--- config.mk ---
export PLATFORM = sky130hd
export DESIGN_NAME = beat_note_reader
export DESIGN_NICKNAME = d
export VERILOG_FILES = /design/src/rtl/beat_note_reader_pkg.sv /design/src/rtl/beat_note_reader_gate_timer.sv /design/src/rtl/beat_note_reader.sv
export SDC_FILE = /design/constraint.sdc
export NUM_CORES = 1
export LEC_CHECK = 0
export ABC_AREA = 1
export BUFFER_PORTS_ARGS = -buffer_cell sky130_fd_sc_hd__buf_2
export CORE_UTILIZATION = 59
export DETAILED_ROUTE_END_ITERATION = 12
export GPL_ROUTABILITY_DRIVEN = 1
export PLACE_DENSITY = 0.8
export SLEW_MARGIN = 20
export SYNTH_ARGS = -nofsm -noshare
export SYNTH_HDL_FRONTEND = slang
export SYNTH_SLANG_ARGS = --single-unit
--- constraint.sdc ---
create_clock -name clk -period 3.47 [get_ports clk]
set_clock_uncertainty 0.15 [all_clocks]
set_input_delay 0.1735 -clock clk [delete_from_list [all_inputs] [get_ports clk]]
set_output_delay 0.1735 -clock clk [all_outputs]
set_load 0.05 [all_outputs]
--- src/rtl/beat_note_reader_pkg.sv ---
// Shared types and defaults for the beat note reader.
// Latency: none (declarations only). Backpressure: n/a.
// Holds bus-width defaults, the rest-flag position and the fetch FSM states.
package beat_note_reader_pkg;

    localparam int ADDR_W_DEF = 10;
    localparam int NOTE_W_DEF = 8;
    localparam int REST_BIT   = NOTE_W_DEF - 1;

    typedef enum logic [1:0] {
        IDLE,
        WAIT,
        PRESENT
    } state_t;

    // The rest flag always sits in the top bit of a pattern word.
    function automatic int rest_bit(input int note_w);
        return note_w - 1;
    endfunction

endpackage

--- src/rtl/beat_note_reader_gate_timer.sv ---
// Note gate: high for GATE_CYCLES cycles starting the cycle after trigger.
// Latency: 1 cycle trigger -> gate. Backpressure: none, a trigger is never refused.
// A trigger while the gate is high forces one low cycle before the fresh gate.
module gate_timer #(
    parameter logic [31:0] GATE_CYCLES = 32'd4
) (
    input  logic clk,
    input  logic reset,
    input  logic trigger,
    output logic gate
);
    localparam logic [31:0] RELOAD = GATE_CYCLES - 32'd1;

    logic [31:0] remain;
    logic        gap;

    always_ff @(posedge clk) begin
        if (reset) begin
            gate   <= 1'b0;
            remain <= '0;
            gap    <= 1'b0;
        end else if (trigger && !gate) begin
            gate   <= 1'b1;
            remain <= RELOAD;
            gap    <= 1'b0;
        end else if (gap) begin
            gate   <= 1'b1;
            remain <= RELOAD;
            gap    <= 1'b0;
        end else if (trigger) begin
            // Retrigger: envelope must see a key-up edge before the new note.
            gate <= 1'b0;
            gap  <= 1'b1;
        end else if (gate) begin
            if (remain == '0) begin
                gate <= 1'b0;
            end else begin
                remain <= remain - 32'd1;
            end
        end
    end

endmodule

--- src/rtl/beat_note_reader.sv ---
// Fetches the pattern word for each new beat address and offers the note to the voice.
// Latency: beat_addr change -> note_valid is RAM_LATENCY+2 cycles.
// Backpressure: note held until note_ready; newer addresses wait in a one-deep slot.
module beat_note_reader
    import beat_note_reader_pkg::*;
#(
    parameter int          ADDR_W      = ADDR_W_DEF,
    parameter int          NOTE_W      = NOTE_W_DEF,
    parameter int          RAM_LATENCY = 1,
    parameter logic [31:0] GATE_CYCLES = 32'd4
) (
    input  logic              clk,
    input  logic              reset,
    input  logic [ADDR_W-1:0] beat_addr,
    output logic [ADDR_W-1:0] mem_addr,
    output logic              mem_rd_en,
    input  logic [NOTE_W-1:0] mem_rdata,
    output logic [NOTE_W-2:0] note_out,
    output logic              note_valid,
    input  logic              note_ready,
    output logic              gate
);
    localparam int         REST = rest_bit(NOTE_W);
    localparam logic [2:0] LAT  = 3'(RAM_LATENCY);

    state_t            state, state_nxt;
    logic [ADDR_W-1:0] last_addr, pend_addr, fetch_addr;
    logic              addr_seen, pend_vld;
    logic              req, fetch_go, capture, is_rest, handshake, gate_clr;
    logic [2:0]        wait_cnt;

    assign req       = !addr_seen || (beat_addr != last_addr);
    assign handshake = note_valid && note_ready;
    assign is_rest   = mem_rdata[REST];
    assign gate_clr  = reset || (capture && is_rest);

    always_ff @(posedge clk) begin
        if (reset) begin
            state <= IDLE;
        end else begin
            state <= state_nxt;
        end
    end

    always_comb begin
        state_nxt  = state;
        fetch_go   = 1'b0;
        fetch_addr = beat_addr;
        capture    = 1'b0;
        case (state)
            IDLE: begin
                // A live change always beats the parked address: it is newer.
                if (req) begin
                    fetch_go  = 1'b1;
                    state_nxt = WAIT;
                end else if (pend_vld) begin
                    fetch_go   = 1'b1;
                    fetch_addr = pend_addr;
                    state_nxt  = WAIT;
                end
            end
            WAIT: begin
                if (wait_cnt == LAT) begin
                    capture   = 1'b1;
                    state_nxt = is_rest ? IDLE : PRESENT;
                end
            end
            PRESENT: begin
                if (handshake) begin
                    state_nxt = IDLE;
                end
            end
            default: state_nxt = IDLE;
        endcase
    end

    always_ff @(posedge clk) begin
        if (reset) begin
            last_addr  <= '0;
            addr_seen  <= 1'b0;
            pend_vld   <= 1'b0;
            pend_addr  <= '0;
            mem_addr   <= '0;
            mem_rd_en  <= 1'b0;
            wait_cnt   <= '0;
            note_out   <= '0;
            note_valid <= 1'b0;
        end else begin
            last_addr <= beat_addr;
            addr_seen <= 1'b1;
            mem_rd_en <= fetch_go;

            if (fetch_go) begin
                mem_addr <= fetch_addr;
                wait_cnt <= '0;
            end else if (state == WAIT) begin
                wait_cnt <= wait_cnt + 3'd1;
            end

            if (state == IDLE) begin
                pend_vld <= 1'b0;
            end else if (req) begin
                pend_vld  <= 1'b1;
                pend_addr <= beat_addr;
            end

            if (capture && !is_rest) begin
                note_out   <= mem_rdata[NOTE_W-2:0];
                note_valid <= 1'b1;
            end else if (handshake) begin
                note_valid <= 1'b0;
            end
        end
    end

    gate_timer #(
        .GATE_CYCLES(GATE_CYCLES)
    ) u_gate_timer (
        .clk    (clk),
        .reset  (gate_clr),
        .trigger(handshake),
        .gate   (gate)
    );

endmodule

Word-level counts from Yosys, hierarchy flattened
Index checks and enable logic that the tools add are counted.
W data, S select, Z words.
Storage, ports and cells
  flip-flop bits (word level): 80
  input port bits: 21
  output and inout bits: 20
  word-level logic and storage cells: 76
Operators by class
  $add $sub $neg: 2
  equality and inequality tests: 9
  multiplexer cells: 28
  bitwise operators: 3
  reductions and logical operators: 20
Operators by type and width (number)
  $logic_not A32 Y1: 1
  $sub A32 B1 Y32 const B: 1
  $mux W10: 3
  $mux W2: 10
  $mux W1: 14
  $ne A10 B10 Y1: 1
  $reduce_and A3 Y1: 3
  $ne A3 B3 Y1 const B: 2
  $pmux W2 S3: 1
  $logic_and A1 B1 Y1: 4
  $reduce_or A2 Y1: 2
  $add A3 B1 Y3 const B: 1
  $eq A3 B1 Y1 const B: 1
  $logic_not A1 Y1: 3
  $ne A3 B1 Y1 const B: 1
  $not A1 Y1: 3
  $reduce_bool A3 Y1: 1
  $reduce_or A3 Y1: 1
  $eq A2 B1 Y1 const B: 1
  $eq A2 B2 Y1 const B: 1
  $logic_not A2 Y1: 1
  $logic_or A1 B1 Y1: 2
  $ne A2 B1 Y1 const B: 1
  $ne A2 B2 Y1 const B: 1
  2 further kinds: 2

Longest topological paths before layout
Gate-level depths: netlist (run 1).
  word-level depth: 6
  depth in mapped cells: 11
  mapped depth without buffers: 10

By module
Synthesis (run 1) repeated with hierarchy kept, for this count alone.
Unflattened totals
  cells, all modules: 676
  area total of the unflattened synthesis: 4421.7 um^2
Modules (own cells, without submodules)
  gate_timer: instances 1, cells each 369, area each 2274.7 um^2
  beat_note_reader: instances 1, cells each 307, area each 2147.1 um^2

Worst setup path after synthesis (run 1)
Ideal clock, no wire load.
  kind: reg-to-reg
  from: register u_gate_timer.remain[0]
  to: register u_gate_timer.remain[9]
  setup time: 132 ps
  arrival time: 1550 ps
  data required time: 3188 ps
  setup slack: 1637 ps
  stages on the path, launching flop included: 11
  path buffers: 1
  clock period less this slack: 1833 ps
  path through: dfxtp_1 -> inv_1 -> ha_1 -> nand2_4 -> nor2_8 -> nand2_4 -> o21ai_4 -> inv_2 -> buf_2 -> nand2_1 -> a21oi_1
On the way
  longest elaborated chain between the ends: 3
  elaborated cells on any way between the ends: 4
RTL lines
  from (decl): line beat_note_reader_gate_timer.sv:14  | logic [31:0] remain;
  from (signal assigned): line beat_note_reader_gate_timer.sv:38  | remain <= remain - 32'd1;
  parallel branches: the longest is 3 deep, another holds $sub A32 B1 Y32
Several ways; the timed one is not identified.
A chain may end at the register's enable or synchronous reset.

Worst setup path in the final report (run 1)
  from: register state[1]
  to: register mem_addr[5]
On the way
  longest elaborated chain between the ends: 2
  elaborated cells on any way between the ends: 3
RTL lines
  from (decl): line beat_note_reader.sv:26  | state_t state, state_nxt;
  from (signal assigned): line beat_note_reader.sv:41  | state <= state_nxt;
  $logic_not A2 Y1 (*): line beat_note_reader.sv:50  | case (state)
  $mux W10 or $mux W1 (tied branches): line beat_note_reader.sv:50
  to (signal assigned): line beat_note_reader.sv:94  | mem_addr <= fetch_addr;
  to (decl): line beat_note_reader.sv:15  | output logic [ADDR_W-1:0] mem_addr,
Every way passes the cells marked *; elsewhere a longest branch is shown, timed or not.

==> metrics.yaml, run 1 <==
min_period_over_period: 0.753
crit_slowest_cell: "nor2_1"
crit_family: "simple AND/OR/NAND/NOR gates"
synthesis.nets: 664
yosysWarnings: 0
yosysSeqAreaShare: 0.388
boundaryPins: 41
p_per_area_mw_per_mm2: 416
clock_latency_ps: 350
rsz0062_at_grt: "no"
gp_congestion: 0.941
fin_crit_ps: 2610
hp-class: "input pin to flop"
io_buffers: 40
wl_mm: 9.64
die_area_sq_mm: 0.00733
drc: 0
internal-power_w: 0.00145
cellLeakagePower_nw: 2.35
syn_inst: 640
max_freq_mhz: 383
max_slew_margin: 0.379
ys_ff_latch: 80
path_clk_slew_ps: 80
clock-sinks: 80
grt_usage: 0.284
dp_slack_ps: 927
cap_violations: 0
dp_hpwl_mm: 6.64
coreArea_sq_mm: 0.00676
grt_pass1_vias: 3834
drt_pass1_iterations: 7
status: "completed"
path_class: "flop to flop"
setup_violations: 0
cts_setup_buffers: 0
final_area_sq_mm: 0.00473
hold_depth: 2
p_seq_frac: 0.492
syn_to_final_growth_pct: 14.7
num-fill-cells: 580
clock-root-buffer: "clkbuf_8"
nets: 714
avgSynthCellArea_sq_um: 6.44
gr-total-overflow: 0
slowest_delay_ps: 650
power_switching_share: 0.264
worstMarginPinSlew_ps: 931
p_sw_w: 0.000519
die_w_um: 85.6
cts.path.max_buffers: 2
grt_max_degree: 31
crit_chain: "nor2_1 > inv_1 > nor2_1 > nand3_1 > nand2_1 > nand2_1 > o21ai_0"
fp.dieH_um: 85.6
vias: 4054
cp.depth: 7
drive_gt1_frac: 0.102
cts_tree: "done"
syn-cell-area_sq_mm: 0.00412
antenna_cells: 0
path_buf_inv: 1
critPathArrivalTime_ps: 2740
cts_buffers: 9
start_kind: "flop"
crit_required_ps: 3590
yosysTopAreaCellShare: 0.388
final.setup.tns_ps: 0
ys_types: 28
reg2reg_depth: 7
slew_violations: 0
cp_max_fo: 21
grt_pass1_wl_mm: 16.7
ir_worst_vdd_mv: 0.309
htree_levels: 3
row_count: 30
hold_viol: 0
start_util: 0.610
ant_nets: 0
synth.area.top_cells: "dfxtp_1 (39%), nand2_1 (18%), nor2_1 (11%)"
p_comb_frac: 0.119
synth_top_area_cell: "dfxtp_1"
wire_per_inst_um: 12.4
viasPerCell: 5.24
grt_antenna_before_repair: 0
dpl-instance-area_sq_mm: 0.00433
clock_power_share: 0.390
timing.final.ws_setup_ps: 857
drt_iter0_markers: 213
end_kind: "flop"
==> cells in the final DEF (no fill, tap or decap), drive strengths merged, types with 2 or more instances in the layout <==
master       synthesis  layout
a21oi               45      45
buf                  8      43
bufinv               0       2
clkbuf              14      10
clkinv               1       3
dfxtp               80      80
dlygate4sd3          0      18
ha                   3       3
inv                 61      61
nand2              199     199
nand3               38      38
nand4               12      12
nor2               123     123
nor3                 2       2
o21ai               27      27
xnor2               16      16
xor2                 6       6
==> flip-flops by register name, indices dropped and copies added (netlist names) <==
register / cells
u_gate_timer.gate: 1
pend_vld: 1
u_gate_timer.gap: 1
pend_addr: 10
addr_seen: 1
mem_rd_en: 1
u_gate_timer.remain: 32
last_addr: 10
note_out: 7
wait_cnt: 3
note_valid: 1
state: 2
mem_addr: 10
==> worst paths after layout <==
check	startpoint	end	slack (ps)
setup / recovery	state[1]	mem_addr[5]	860
hold / removal	reset	last_addr[9]	20
setup reg to reg	state[1]	mem_addr[5]	860
hold reg to reg	mem_addr[1]	mem_addr[1]	330
==> cell families (layout without fill, tap and decap cells) <==
| kind of cell | Yosys count | after routing | share of synthesized area |
|---|---|---|---|
| xor+xnor | 22 | 22 | 0.0467 |
| simple gates | 378 | 378 | 0.379 |
| fa+ha+maj | 3 | 3 | 0.00910 |
| buf+inv | 84 | 138 | 0.0850 |
| flops | 80 | 80 | 0.388 |
| compound gates | 73 | 73 | 0.0916 |
==> cells in the mapped netlist (all sizes together) <==
cell,instances
nand3b,1
ha,3
clkinv,1
xor2,6
or2,1
dfxtp,80
and2,1
a21oi,45
nor3,2
nand4,12
nand3,38
or3b,1
inv,61
nand2,199
clkbuf,14
o21ai,27
xnor2,16
nor2,123
a31oi,1
buf,8
==> power by group through the flow <==
stage          Combinational, W  Clock, W  Sequential (W)
2_1_floorplan          0.000121         0         0.00103
4_1_cts                0.000231  0.000773        0.000968
6_report               0.000233  0.000767        0.000968
3_3_place_gp           0.000211         0        0.000987
5_1_grt                0.000260  0.000814        0.000971
3_5_place_dp           0.000214         0        0.000989
==> layer usage <==
| metal | track usage | routed length, um | part of all wire | vias up |
|---|---|---|---|---|
| met2 | 0.523 | 4880 | 0.51 | 103 |
| li1 | - | - | - | 2092 |
| met1 | 0.329 | 4160 | 0.43 | 1843 |
| met5 | 0 | 0 | 0 | - |
| met4 | 0.0909 | 165 | 0.017 | 0 |
| met3 | 0.0577 | 428 | 0.044 | 16 |
==> final cells by class <==
cell class              instances  area, sq um  share of cell area
multi-input cells             476         2170               0.459
well taps                      80          100              0.0212
inverters                      62          233              0.0492
repair buffers                 61          403              0.0852
clock buffers                  10          138              0.0291
clock inverters                 5         81.3              0.0172
flip-flops and latches         80         1600               0.339
==> metrics by stage <==
| stage | power [W] | util | hold slack (ps) | std cells |
|---|---|---|---|---|
| final | 0.00197 | 0.700 | 21.6 | 774 |
| after detailed placement | 0.00120 | 0.641 | 253 | 741 |
| after global routing | 0.00204 | 0.700 | 31.4 | 774 |
| after CTS | 0.00197 | 0.700 | 19.4 | 774 |
| after global placement | 0.00120 | 0.641 | 246 | 741 |
| after floorplan | 0.00115 | - | 92.6 | 640 |
==> repair_timing <==
action                                 in CTS  in global routing
endpoints found under the hold margin      18                  0
hold buffers                               18                  0
gates resized for setup                     0                  0
Note: power is estimated with default switching activity, not from simulation.
==> run 2, diff against run 1 <==
Clock period 3.47 ns to 2.6 ns, I/O delays scaled along.
==> run 2 against run 1 <==
Worst hold slack better by 15 ps; final cell count is 2.1% higher; worst setup slack worse by 380 ps; wire length is 4.8% higher; sequential cell count stayed put; critical path depth stayed put; maximum frequency is 23% higher; combinational power is 42% higher; first-iteration DRC count is 11% higher.
==> metrics.yaml, run 2 (same netlist as run 1, synthesis figures left out) <==
status: "completed"
top_register: "u_gate_timer.remain"
ant_nets: 0  # unchanged
drt_iter0_markers: 237  # +11%
cts.path.max_buffers: 2  # unchanged
clock_latency_ps: 360  # about the same
cts_tree: "done"
mostFrequentLayoutCell: "nand2_1"
grt_antenna_before_repair: 0  # unchanged
most-common-layout-cells: "nand2_1 (195), nor2_1 (118), dfxtp_1 (80), inv_1 (60), a21oi_1 (45)"
slew_violations: 0  # unchanged
fp.dieH_um: 85.6  # unchanged
dpl-instance-area_sq_mm: 0.00436  # +0.69%
row_count: 30  # unchanged
p_per_area_mw_per_mm2: 547  # +31%
cap_violations: 0  # unchanged
worstMarginPinSlew_ps: 906  # -25.3 ps
coreArea_sq_mm: 0.00676  # unchanged
start_kind: "flop"
grt_pass1_vias: 3974  # +3.7%
ir_worst_vdd_mv: 0.427  # +38%
grt_max_degree: 31  # unchanged
cts_resized: 0  # unchanged
num-fill-cells: 543  # -6.4%
rsz0062_at_grt: "no"
grt_usage: 0.298  # +0.0146
crit_required_ps: 2650  # -940 ps
vias: 4138  # +2.1%
end_kind: "flop"
drc: 0  # unchanged
gp_congestion: 0.901  # -4.3%
critPathArrivalTime_ps: 2170  # -570 ps
boundaryPins: 41  # unchanged
dp_hpwl_mm: 6.73  # +1.3%
cts_buffers: 9  # unchanged
path_class: "flop to flop"
grt_pass1_wl_mm: 17.4  # +4.3%
min_period_over_period: 0.817  # +0.0641
die_area_sq_mm: 0.00733  # unchanged
viasPerCell: 5.24  # about the same
hold_viol: 0  # unchanged
largest_reg_flops: 32  # unchanged
start_util: 0.610  # unchanged
clock-root-buffer: "clkbuf_8"
gr-total-overflow: 0  # unchanged
final.setup.tns_ps: 0  # unchanged
final_util: 0.721  # +0.0211
cts_hold_buf: 29  # +11
max_slew_margin: 0.396  # +0.0169
final_area_sq_mm: 0.00487  # +3.0%
cts_setup_buffers: 0  # unchanged
syn_to_final_growth_pct: 18.1
max_freq_mhz: 471  # +23%
wire_per_inst_um: 12.8  # +2.7%
htree_levels: 3  # unchanged
cp_max_fo: 30  # +43%
clock-sinks: 80  # unchanged
hp-class: "input pin to flop"
wl_mm: 10.1  # +4.8%
cellLeakagePower_nw: 2.43  # +3.3%
setup_violations: 0  # unchanged
drive_gt1_frac: 0.106  # +0.00333
fin_crit_ps: 2120  # -488 ps
antenna_cells: 0  # unchanged
path_clk_slew_ps: 90  # about the same
die_w_um: 85.6  # unchanged
drt_pass1_iterations: 4  # -3
nets: 729  # +2.1%
io_buffers: 40  # unchanged
## run 2: stage by stage
stage / total power [W] / std cells / setup WS, ps / hold slack (ps)
final: 0.00266 / 790 / 476 / 36.7
after global routing: 0.00276 / 790 / 133 / 32.4
after CTS: 0.00266 / 790 / 441 / 9.56
after detailed placement: 0.00161 / 745 / 476 / 208
after global placement: 0.00160 / 745 / 621 / 202
after floorplan: 0.00153 / 640 / 767 / 49.1
## run 2: layer usage
layer | GRT usage | vias to the layer above | share of wire
met3 | 0.0577 | 41 | 0.037
met1 | 0.332 | 1852 | 0.42
met5 | 0 | - | 0
met2 | 0.530 | 116 | 0.50
met4 | 0.176 | 0 | 0.037
li1 | - | 2129 | -
## run 2: cell type report
type	instances	area [sq um]	area share
clock buffers	11	141	0.0290
repair buffers	76	543	0.111
inverters	62	233	0.0478
clock inverters	5	80.1	0.0164
well taps	80	100	0.0205
flip-flops and latches	80	1600	0.329
multi-input cells	476	2170	0.446
## run 2: worst paths after layout
| check | from | endpoint | slack (ps) | cells after the start |
|---|---|---|---|---|
| max reg2reg | state[0] | u_gate_timer.remain[3] | 480 | 7 |
| min | reset | state[0] | 40 | 2 |
| min reg2reg | mem_addr[9] | mem_addr[9] | 340 | 2 |
| max | state[0] | u_gate_timer.remain[3] | 480 | 7 |
## run 2: power by group
part / switching (W) / internal [W] / leakage, nW
Clock: 0.000474 / 0.000566 / 0.106
Combinational: 0.000213 / 0.000117 / 1.67
Sequential: 0.0000237 / 0.00127 / 0.653
## run 2: worst max-delay path, cell delays in order (launching register included)
cell and delay (ps):
dfxtp_1 330, inv_1 50, nor2_1 310, a31oi_1 140
inv_1 130, nor2_1 70, inv_1 660, a21oi_1 110
